**config.mk**
```make
export PLATFORM = sky130hd
export DESIGN_NAME = module_display_ctrl
export DESIGN_NICKNAME = d
export VERILOG_FILES = /design/src/rtl/display_pkg.sv /design/src/rtl/module_disp_timer.sv /design/src/rtl/module_display_ctrl.sv
export SDC_FILE = /design/constraint.sdc
export NUM_CORES = 1
export LEC_CHECK = 0
export BUFFER_PORTS_ARGS = -buffer_cell sky130_fd_sc_hd__buf_2
export CAP_MARGIN = 25
export CORE_ASPECT_RATIO = 1.4
export CORE_MARGIN = 5
export CORE_UTILIZATION = 59
export DETAILED_ROUTE_END_ITERATION = 10
export GPL_ROUTABILITY_DRIVEN = 0
export MAX_ROUTING_LAYER = met4
export PLACE_DENSITY = 0.88
export SYNTH_ARGS = -nofsm -noshare
export SYNTH_HDL_FRONTEND = slang
export SYNTH_SLANG_ARGS = --single-unit
```
**constraint.sdc**
```tcl
create_clock -name clk -period 3 [get_ports clk]
set_input_delay 0.75 -clock clk [delete_from_list [all_inputs] [get_ports clk]]
set_output_delay 0.75 -clock clk [all_outputs]
set_load 0.05 [all_outputs]
```
**src/rtl/display_pkg.sv**
```systemverilog
// Shared types, source codes and priority helpers for the 7-segment display arbiter.
package display_pkg;

  typedef enum logic [1:0] {
    IDLE   = 2'd0,
    SHOW_A = 2'd1,
    SHOW_B = 2'd2,
    SHOW_M = 2'd3
  } disp_state_t;

  localparam logic [1:0] SRC_NONE = 2'd0;
  localparam logic [1:0] SRC_A    = 2'd1;
  localparam logic [1:0] SRC_B    = 2'd2;
  localparam logic [1:0] SRC_M    = 2'd3;

  // Bit order of request/pending vectors is {M, B, A}; M has highest priority.
  function automatic logic [1:0] prio_src(input logic [2:0] pend);
    logic [1:0] code;
    code = SRC_NONE;
    if (pend[2]) begin
      code = SRC_M;
    end else if (pend[1]) begin
      code = SRC_B;
    end else if (pend[0]) begin
      code = SRC_A;
    end else begin
      code = SRC_NONE;
    end
    return code;
  endfunction

  function automatic logic [2:0] src_onehot(input logic [1:0] code);
    logic [2:0] oh;
    case (code)
      SRC_A:   oh = 3'b001;
      SRC_B:   oh = 3'b010;
      SRC_M:   oh = 3'b100;
      default: oh = 3'b000;
    endcase
    return oh;
  endfunction

endpackage

```
**src/rtl/module_disp_timer.sv**
```systemverilog
// Saturating up-counter with synchronous clear, enable and a terminal-count flag (count == N-1).
module module_disp_timer #(
  parameter int N = 4
) (
  input  logic clk,
  input  logic rst_n,
  input  logic clr,
  input  logic en,
  output logic tc
);

  localparam int W = $clog2(N) + 1;
  localparam logic [W-1:0] TERM = W'(N - 1);

  logic [W-1:0] count_q;
  logic [W-1:0] count_d;

  // Next count: clear dominates, otherwise count up and stick at the terminal value.
  always_comb begin
    count_d = count_q;
    if (clr) begin
      count_d = {W{1'b0}};
    end else if (en && (count_q != TERM)) begin
      count_d = count_q + W'(1);
    end else begin
      count_d = count_q;
    end
  end

  // Count register.
  always_ff @(posedge clk or negedge rst_n) begin
    if (!rst_n) begin
      count_q <= {W{1'b0}};
    end else begin
      count_q <= count_d;
    end
  end

  assign tc = (count_q == TERM);

endmodule

```
**src/rtl/module_display_ctrl.sv**
```systemverilog
// Display source arbiter: grants A/B/M with a minimum hold time, queues the rest by
// priority (M > B > A) and blanks the display after a quiet period.
module module_display_ctrl #(
  parameter int HOLD_CYCLES = 1000,
  parameter int IDLE_CYCLES = 8000
) (
  input  logic       clk,
  input  logic       rst,
  input  logic       req_a,
  input  logic       req_b,
  input  logic       req_m,
  output logic       load_a,
  output logic       load_b,
  output logic       load_m,
  output logic [1:0] src,
  output logic       active,
  output logic       sel_new
);

  import display_pkg::*;

  disp_state_t state_q, state_d;
  logic [2:0]  pending_q, pending_d;
  logic [2:0]  load_q, load_d;
  logic [1:0]  src_q, src_d;
  logic        active_q, active_d;
  logic        sel_new_q, sel_new_d;

  logic [2:0]  req_v;
  logic        any_req;
  logic [1:0]  cur_code;
  logic [2:0]  cur_bit;
  logic [1:0]  next_code;
  logic        restart;
  logic        switch_go;
  logic        timeout;
  logic        hold_clr, hold_en, hold_tc;
  logic        idle_clr, idle_en, idle_tc;

  // Next-state, pending queue and timer controls.
  always_comb begin
    req_v     = {req_m, req_b, req_a};
    any_req   = |req_v;
    cur_code  = state_q;
    cur_bit   = src_onehot(cur_code);
    restart   = (state_q != IDLE) && (|(req_v & cur_bit));
    switch_go = (state_q != IDLE) && hold_tc && (pending_q != 3'b000) && !restart;
    timeout   = (state_q != IDLE) && idle_tc && !any_req && (pending_q == 3'b000);
    state_d   = state_q;
    pending_d = pending_q;
    sel_new_d = 1'b0;
    next_code = SRC_NONE;
    case (state_q)
      IDLE: begin
        if (any_req) begin
          next_code = prio_src(req_v);
          state_d   = disp_state_t'(next_code);
          pending_d = req_v & ~src_onehot(next_code);
          sel_new_d = 1'b1;
        end else begin
          pending_d = 3'b000;
        end
      end
      SHOW_A, SHOW_B, SHOW_M: begin
        // A re-request of the shown source restarts it instead of queueing it.
        pending_d = pending_q | (req_v & ~cur_bit);
        if (restart) begin
          sel_new_d = 1'b1;
        end else if (switch_go) begin
          next_code = prio_src(pending_q);
          state_d   = disp_state_t'(next_code);
          pending_d = pending_d & ~src_onehot(next_code);
          sel_new_d = 1'b1;
        end else if (timeout) begin
          state_d   = IDLE;
          sel_new_d = 1'b1;
        end else begin
          sel_new_d = 1'b0;
        end
      end
      default: begin
        state_d   = IDLE;
        pending_d = 3'b000;
      end
    endcase
    hold_clr = sel_new_d || (state_q == IDLE);
    hold_en  = (state_q != IDLE);
    idle_clr = sel_new_d || any_req || (state_q == IDLE);
    idle_en  = (state_q != IDLE) && (pending_q == 3'b000);
    load_d   = src_onehot(state_d);
    src_d    = state_d;
    active_d = (state_d != IDLE);
  end

  // FSM state, pending queue and registered outputs.
  always_ff @(posedge clk or negedge rst) begin
    if (!rst) begin
      state_q   <= IDLE;
      pending_q <= 3'b000;
      load_q    <= 3'b000;
      src_q     <= SRC_NONE;
      active_q  <= 1'b0;
      sel_new_q <= 1'b0;
    end else begin
      state_q   <= state_d;
      pending_q <= pending_d;
      load_q    <= load_d;
      src_q     <= src_d;
      active_q  <= active_d;
      sel_new_q <= sel_new_d;
    end
  end

  module_disp_timer #(.N(HOLD_CYCLES)) u_hold_timer (
    .clk   (clk),
    .rst_n (rst),
    .clr   (hold_clr),
    .en    (hold_en),
    .tc    (hold_tc)
  );

  module_disp_timer #(.N(IDLE_CYCLES)) u_idle_timer (
    .clk   (clk),
    .rst_n (rst),
    .clr   (idle_clr),
    .en    (idle_en),
    .tc    (idle_tc)
  );

  assign load_a  = load_q[0];
  assign load_b  = load_q[1];
  assign load_m  = load_q[2];
  assign src     = src_q;
  assign active  = active_q;
  assign sel_new = sel_new_q;

endmodule

```
Word level (Yosys, flattened, before mapping)
Index checks and enable logic that the tools add are counted.
{"block": "word_totals", "reg_bits": 35, "input_bits": 5, "word_cells": 96}
{"block": "classes", "addsub": 2, "n_eq_ne": 16, "mux": 38, "n_bitwise": 8, "n_reduce_logical": 25}
{"cell": "3-bit case mux with 3 select lines", "count": 4}
{"cell": "14-bit 2-to-1 mux", "count": 2}
{"cell": "2-bit 2-to-1 mux", "count": 13}
{"cell": "3-bit 2-to-1 mux", "count": 8}
{"cell": "11-bit 2-to-1 mux", "count": 2}
{"cell": "2-bit equality test (second input constant)", "count": 8}
{"cell": "14-bit by 1-bit adder with 14-bit output (second input constant)", "count": 1}
{"cell": "14-bit by 13-bit equality test with 1-bit output (second input constant)", "count": 1}
{"cell": "14-bit by 13-bit != test with 1-bit output (second input constant)", "count": 1}
{"cell": "3-bit bitwise AND", "count": 4}
{"cell": "11-bit by 1-bit adder with 11-bit output (second input constant)", "count": 1}
{"cell": "11-bit by 10-bit equality test with 1-bit output (second input constant)", "count": 1}
{"cell": "11-bit by 10-bit != test with 1-bit output (second input constant)", "count": 1}
{"cell": "1-bit logical AND", "count": 10}
{"cell": "3-bit inverter", "count": 3}
{"cell": "3-bit OR reduction", "count": 3}
{"cell": "2-bit by 1-bit equality test with 1-bit output (second input constant)", "count": 4}
{"cell": "2-bit nonzero test", "count": 4}
{"cell": "1-bit 2-to-1 mux", "count": 6}
{"cell": "3-bit case mux with 2 select lines", "count": 1}
{"cell": "2-bit case mux with 2 select lines", "count": 1}
{"cell": "3-bit zero test", "count": 1}
{"cell": "1-bit logical OR", "count": 3}
{"cell": "3-bit OR", "count": 1}
{"cell": "other kinds (4)", "count": 5}

Depth between registers and ports, before layout
{"block": "depth", "depth_word": 20, "ltp_mapped": 8, "ltp_nobuf": 6}

Modules after synthesis
From an unflattened synthesis, not the netlist that was laid out.
{"block": "unflattened", "hier_cells": 213, "area_unflattened_um2": 2079.5}
{"mod": "module_disp_timer at u_idle_timer", "instances": 1, "cells_per_inst": 81, "area_per_inst_um2": 854.6}
{"mod": "module_display_ctrl", "instances": 1, "cells_per_inst": 70, "area_per_inst_um2": 629.4}
{"mod": "module_disp_timer at u_hold_timer", "instances": 1, "cells_per_inst": 62, "area_per_inst_um2": 595.6}

Worst setup path after synthesis
OpenSTA, ideal clock, no wires.
{"block": "synth_timing", "path_type": "register -> register", "from": "register, netlist name src[0]", "to": "register pending_q[1]", "arrival_time_ps": 2030, "setup_slack_ps": 844, "stages_incl_launch_ff": 7, "path_buffers": 1, "cell_sequence": "dfrtp_1 > buf_2 > mux2_2 > a21oi_1 > nand2_1 > o221a_2 > a311o_1"}
{"item": "end signal: assignment", "line_no": "module_display_ctrl.sv:106", "source": "pending_q <= pending_d;"}
{"item": "end: declaration", "line_no": "module_display_ctrl.sv:23", "source": "logic [2:0] pending_q, pending_d;"}

Worst setup path in the final report
{"block": "layout_timing", "from": "register u_hold_timer.count_q[0]", "to": "register u_hold_timer.count_q[2]"}
{"block": "layout_via", "elab_chain_len": 9}
{"item": "start: declaration", "line_no": "module_disp_timer.sv:15", "source": "logic [W-1:0] count_q;"}
{"item": "start signal: assignment", "line_no": "module_disp_timer.sv:33", "source": "count_q <= {W{1'b0}};"}
{"item": "start signal: assignment", "line_no": "module_disp_timer.sv:35", "source": "count_q <= count_d;"}
{"item": "11-bit by 10-bit equality test with 1-bit output", "line_no": "module_disp_timer.sv:39", "source": "assign tc = (count_q == TERM);"}
{"item": "1-bit logical AND (3 in a row)", "line_no": "module_display_ctrl.sv:47", "source": "switch_go = (state_q != IDLE) && hold_tc && (pending_q != 3'b000) && !restart;"}
{"item": "1-bit 2-to-1 mux", "line_no": "module_display_ctrl.sv:69", "source": "end else if (switch_go) begin"}
{"item": "1-bit 2-to-1 mux", "line_no": "module_display_ctrl.sv:67", "source": "if (restart) begin"}
{"item": "1-bit case mux with 2 select lines", "line_no": "module_display_ctrl.sv:53", "source": "case (state_q)"}
{"item": "1-bit logical OR", "line_no": "module_display_ctrl.sv:86", "source": "hold_clr = sel_new_d || (state_q == IDLE);"}
{"item": "11-bit 2-to-1 mux or 2-bit nonzero test (tied branches)"}
Parallel ways exist; a longest one is shown, timed or not. The select of a mux whose other input is x is not followed.
A chain may end at the register's enable or synchronous reset.

==> impl_metrics.env <==
export IMPL_status="finished, final reports clean"
export IMPL_switching_share_pct=21.9
export IMPL_hold_viol=0
export IMPL_ys_flop_type="dfrtp_1"
export IMPL_placed_area_um2=1960
export IMPL_first_pass_iters=4
export IMPL_yosys_warnings=0
export IMPL_post_route_min_period_ns=2.15
export IMPL_p_per_area_nw_per_um2=435
export IMPL_async_reset_ff_share_pct=100
export IMPL_worstMarginPinSlew_ns=0.737
export IMPL_critPathTopFamily="compound AO/OA/AOI/OAI gates"
export IMPL_worstSetupStartpointType="flip-flop"
export IMPL_synthMuxAreaShare_pct=1.13
export IMPL_core_area_um2=3090
export IMPL_fillCellCount=244
export IMPL_final_common_cell="dfrtp_1"
export IMPL_grt_pass1_wl_um=6480
export IMPL_total_power_mw=0.898
export IMPL_drtAntennaViolNets=0
export IMPL_dieHeight_um=76.7
export IMPL_combPwrFrac_pct=5.0
export IMPL_initial_core_util_pct=60.6
export IMPL_cap_violations=0
export IMPL_leakage_nw=0.832
export IMPL_crit_slowest_cell="a2111oi_4"
export IMPL_synth_edff_count=0
export IMPL_post_place_cells=239
export IMPL_io_buffers=11
export IMPL_avgRoutedWirePerCell_um=14.6
export IMPL_grt_pass1_vias=1426
export IMPL_drc=0
export IMPL_yosysTopAreaCellShare_pct=46.7
export IMPL_final_cell_mix="35 x dfrtp_1, 27 x nor2_1, 17 x nand2_1"
export IMPL_grt_max_degree=36
export IMPL_ys_ff_latch=35
export IMPL_cts_buffers=5
export IMPL_reg2reg_setup_slack_ns=0.85
export IMPL_hold_worst_slack_ns=0.524
export IMPL_cts_root_buf="clkbuf_8"
export IMPL_worstPathArrival_ns=2.35
export IMPL_yosys_area_share_simple_pct=27.6
export IMPL_cts_tree="yes"
export IMPL_rsz0062_at_grt="false"
export IMPL_syn_inst=193
export IMPL_drv_slew=0
export IMPL_crit_buf_inv=0
export IMPL_ys_seq_area_share_pct=46.7
export IMPL_r2r_cells=6
export IMPL_slowest_delay_ns=0.47
export IMPL_n_antenna_cell=0
export IMPL_clock_sinks=35
export IMPL_area_delta_synth_final_pct=9.94
export IMPL_gr_total_overflow=0
export IMPL_antenna_found_initial=0
export IMPL_clkTransAtPathRegs_ns=0.07
export IMPL_nets=214
export IMPL_ys_types=47
export IMPL_setup_viol=0
export IMPL_crit_fanout=6
export IMPL_critPathKind="reg2reg"
export IMPL_setup_worst_path_end_class="flip-flop"
export IMPL_pwr_share_seq_pct=54.0
export IMPL_hold_buffers=0
export IMPL_synth_compound_area_share_pct=11.8
export IMPL_die_w_um=57.7
export IMPL_ios=12
export IMPL_setup_tns_final_ns=0
export IMPL_holdCritPathClass="in2async"
export IMPL_drive_gt1_share_pct=13.9
export IMPL_drt_iter0_markers=63
export IMPL_yosys_area_top_type="dfrtp_1"
export IMPL_r2r_end="u_hold_timer.count_q[2]$_DFFE_PN0P_"
export IMPL_relSlewSlack_pct=50.9
export IMPL_cts_setup_buffers=0
export IMPL_die_area_um2=4420
export IMPL_cp_cell_sequence="ha_1 -> nor4bb_1 -> nand4_1 -> a2111oi_4 -> o21ai_0 -> a21oi_1"
export IMPL_layoutNonFillerInstCount=247
export IMPL_r2r_start="u_hold_timer.count_q[0]$_DFFE_PN0P_"
export IMPL_synth_xor_area_share_pct=9.34
export IMPL_vias=1458
export IMPL_syn_avg_cell_area_um2=9.72
export IMPL_clk_path_buf_depth=2
export IMPL_synth_area_leaders="dfrtp_1 47%, xnor2_1 7.0%, nor2_1 5.4%"
export IMPL_fin_crit_sh_pct=71.6
export IMPL_vdd_drop_max_mv=0.436
export IMPL_htreeDepth=2
export IMPL_core_rowCount=24
export IMPL_finalClockSkew_ns=0.00589
export IMPL_hpwl_um=2580
export IMPL_vias_per_cell=5.90
export IMPL_syn_nets=200
export IMPL_pwr_share_clk_pct=41.0
export IMPL_netlist_area_um2=1880
export IMPL_synth_fa_ha_area_share_pct=1.33
export IMPL_max_freq_mhz=466
export IMPL_fin_area_um2=2060
export IMPL_required_ns=3.21
export IMPL_clk_insertion_delay_late_ns=0.28
export IMPL_p_int_mw=0.701
export IMPL_p_switching_mw=0.197
export IMPL_routed_wirelength_um=3620
export IMPL_synth_top_family_by_area="simple AND/OR/NAND/NOR gates"
export IMPL_grt_usage_pct=19.3
export IMPL_cts_resized=0
## through the flow
stage          worst slack (ns)  util, %
3_3_place_gp              0.805     63.4
3_5_place_dp              0.758     63.4
2_1_floorplan             0.844        -
4_1_cts                   0.850     66.7
5_1_grt                   0.669     66.7
6_report                  0.853     66.7
## final cells by class
type                       instances  area, µm²  area share [%]
clock buffer                       8        100            4.85
inverter                           6       22.5            1.09
multi-input combinational        148        960            46.5
sequential                        35        876            42.5
tap                               39       48.8            2.37
timing repair buffer              11       55.1            2.67
## flip-flops by register name (all words and copies together), names as in the netlist
name	flops
load_q	3
pending_q	3
src	2
u_hold_timer.count_q	11
sel_new	1
active	1
u_idle_timer.count_q	14
## cells by family (layout without fill, tap and decap cells)
family / Yosys count / in the layout
xor gates and xnor gates: 20 / 20
and+or+nand+nor: 95 / 95
muxes: 2 / 2
AOI/OAI and AO/OA: 29 / 29
adders and majority gates: 2 / 2
DFF: 35 / 35
buffers and inverters: 10 / 25
## worst max path at each step
stage | start | endpoint | slack [ns] | cells past startpoint
after global placement | req_m | u_hold_timer.count_q[3]$_DFFE_PN0P_ | 0.80 | 6
after CTS | u_idle_timer.count_q[0]$_DFFE_PN0P_ | u_hold_timer.count_q[2]$_DFFE_PN0P_ | 0.85 | 6
after global routing | u_hold_timer.count_q[0]$_DFFE_PN0P_ | load_q[0]$_DFF_PN0_ | 0.67 | 6
final | u_hold_timer.count_q[0]$_DFFE_PN0P_ | u_hold_timer.count_q[2]$_DFFE_PN0P_ | 0.85 | 6
after floorplan | src[0]$_DFF_PN0_ | pending_q[1]$_DFF_PN0_ | 0.84 | 6
after detailed placement | req_m | u_hold_timer.count_q[9]$_DFFE_PN0P_ | 0.76 | 6
## cell usage after synthesis, types with 2 or more instances
master / count
a21oi_1: 5
and3_1: 8
and4_1: 3
buf_2: 2
clkbuf_1: 2
dfrtp_1: 35
ha_1: 2
inv_1: 6
nand2_1: 17
nand3_1: 8
nand3_2: 2
nand4_1: 3
nor2_1: 27
nor2b_1: 4
nor3_1: 7
nor4_1: 2
o211ai_1: 3
o21ai_0: 8
o31ai_1: 2
or3_1: 2
xnor2_1: 15
xor2_1: 5
## routing by layer
metal	vias up	GRT usage [%]	share of wire, %
met5	-	-	0
met4	0	9.28	1.2
met3	4	4.71	2.8
met2	21	30.8	53
met1	725	22.4	43
li1	708	-	-
## worst register-to-register path, stage by stage (launching register included)
cell and delay (ns):
dfrtp_1 0.41, ha_1 0.21, nor4bb_1 0.44, nand4_1 0.26, a2111oi_4 0.47, o21ai_0 0.14, a21oi_1 0.15
## power groups by stage
| stage | sequential, mW | combinational [mW] | clock (mW) |
|---|---|---|---|
| after floorplan | 0.494 | 0.0233 | 0 |
| after global placement | 0.493 | 0.0444 | 0 |
| after detailed placement | 0.494 | 0.0455 | 0 |
| after CTS | 0.485 | 0.0455 | 0.381 |
| after global routing | 0.486 | 0.0523 | 0.400 |
| final | 0.485 | 0.0447 | 0.368 |
No activity file was read; power rests on OpenSTA's default activity.
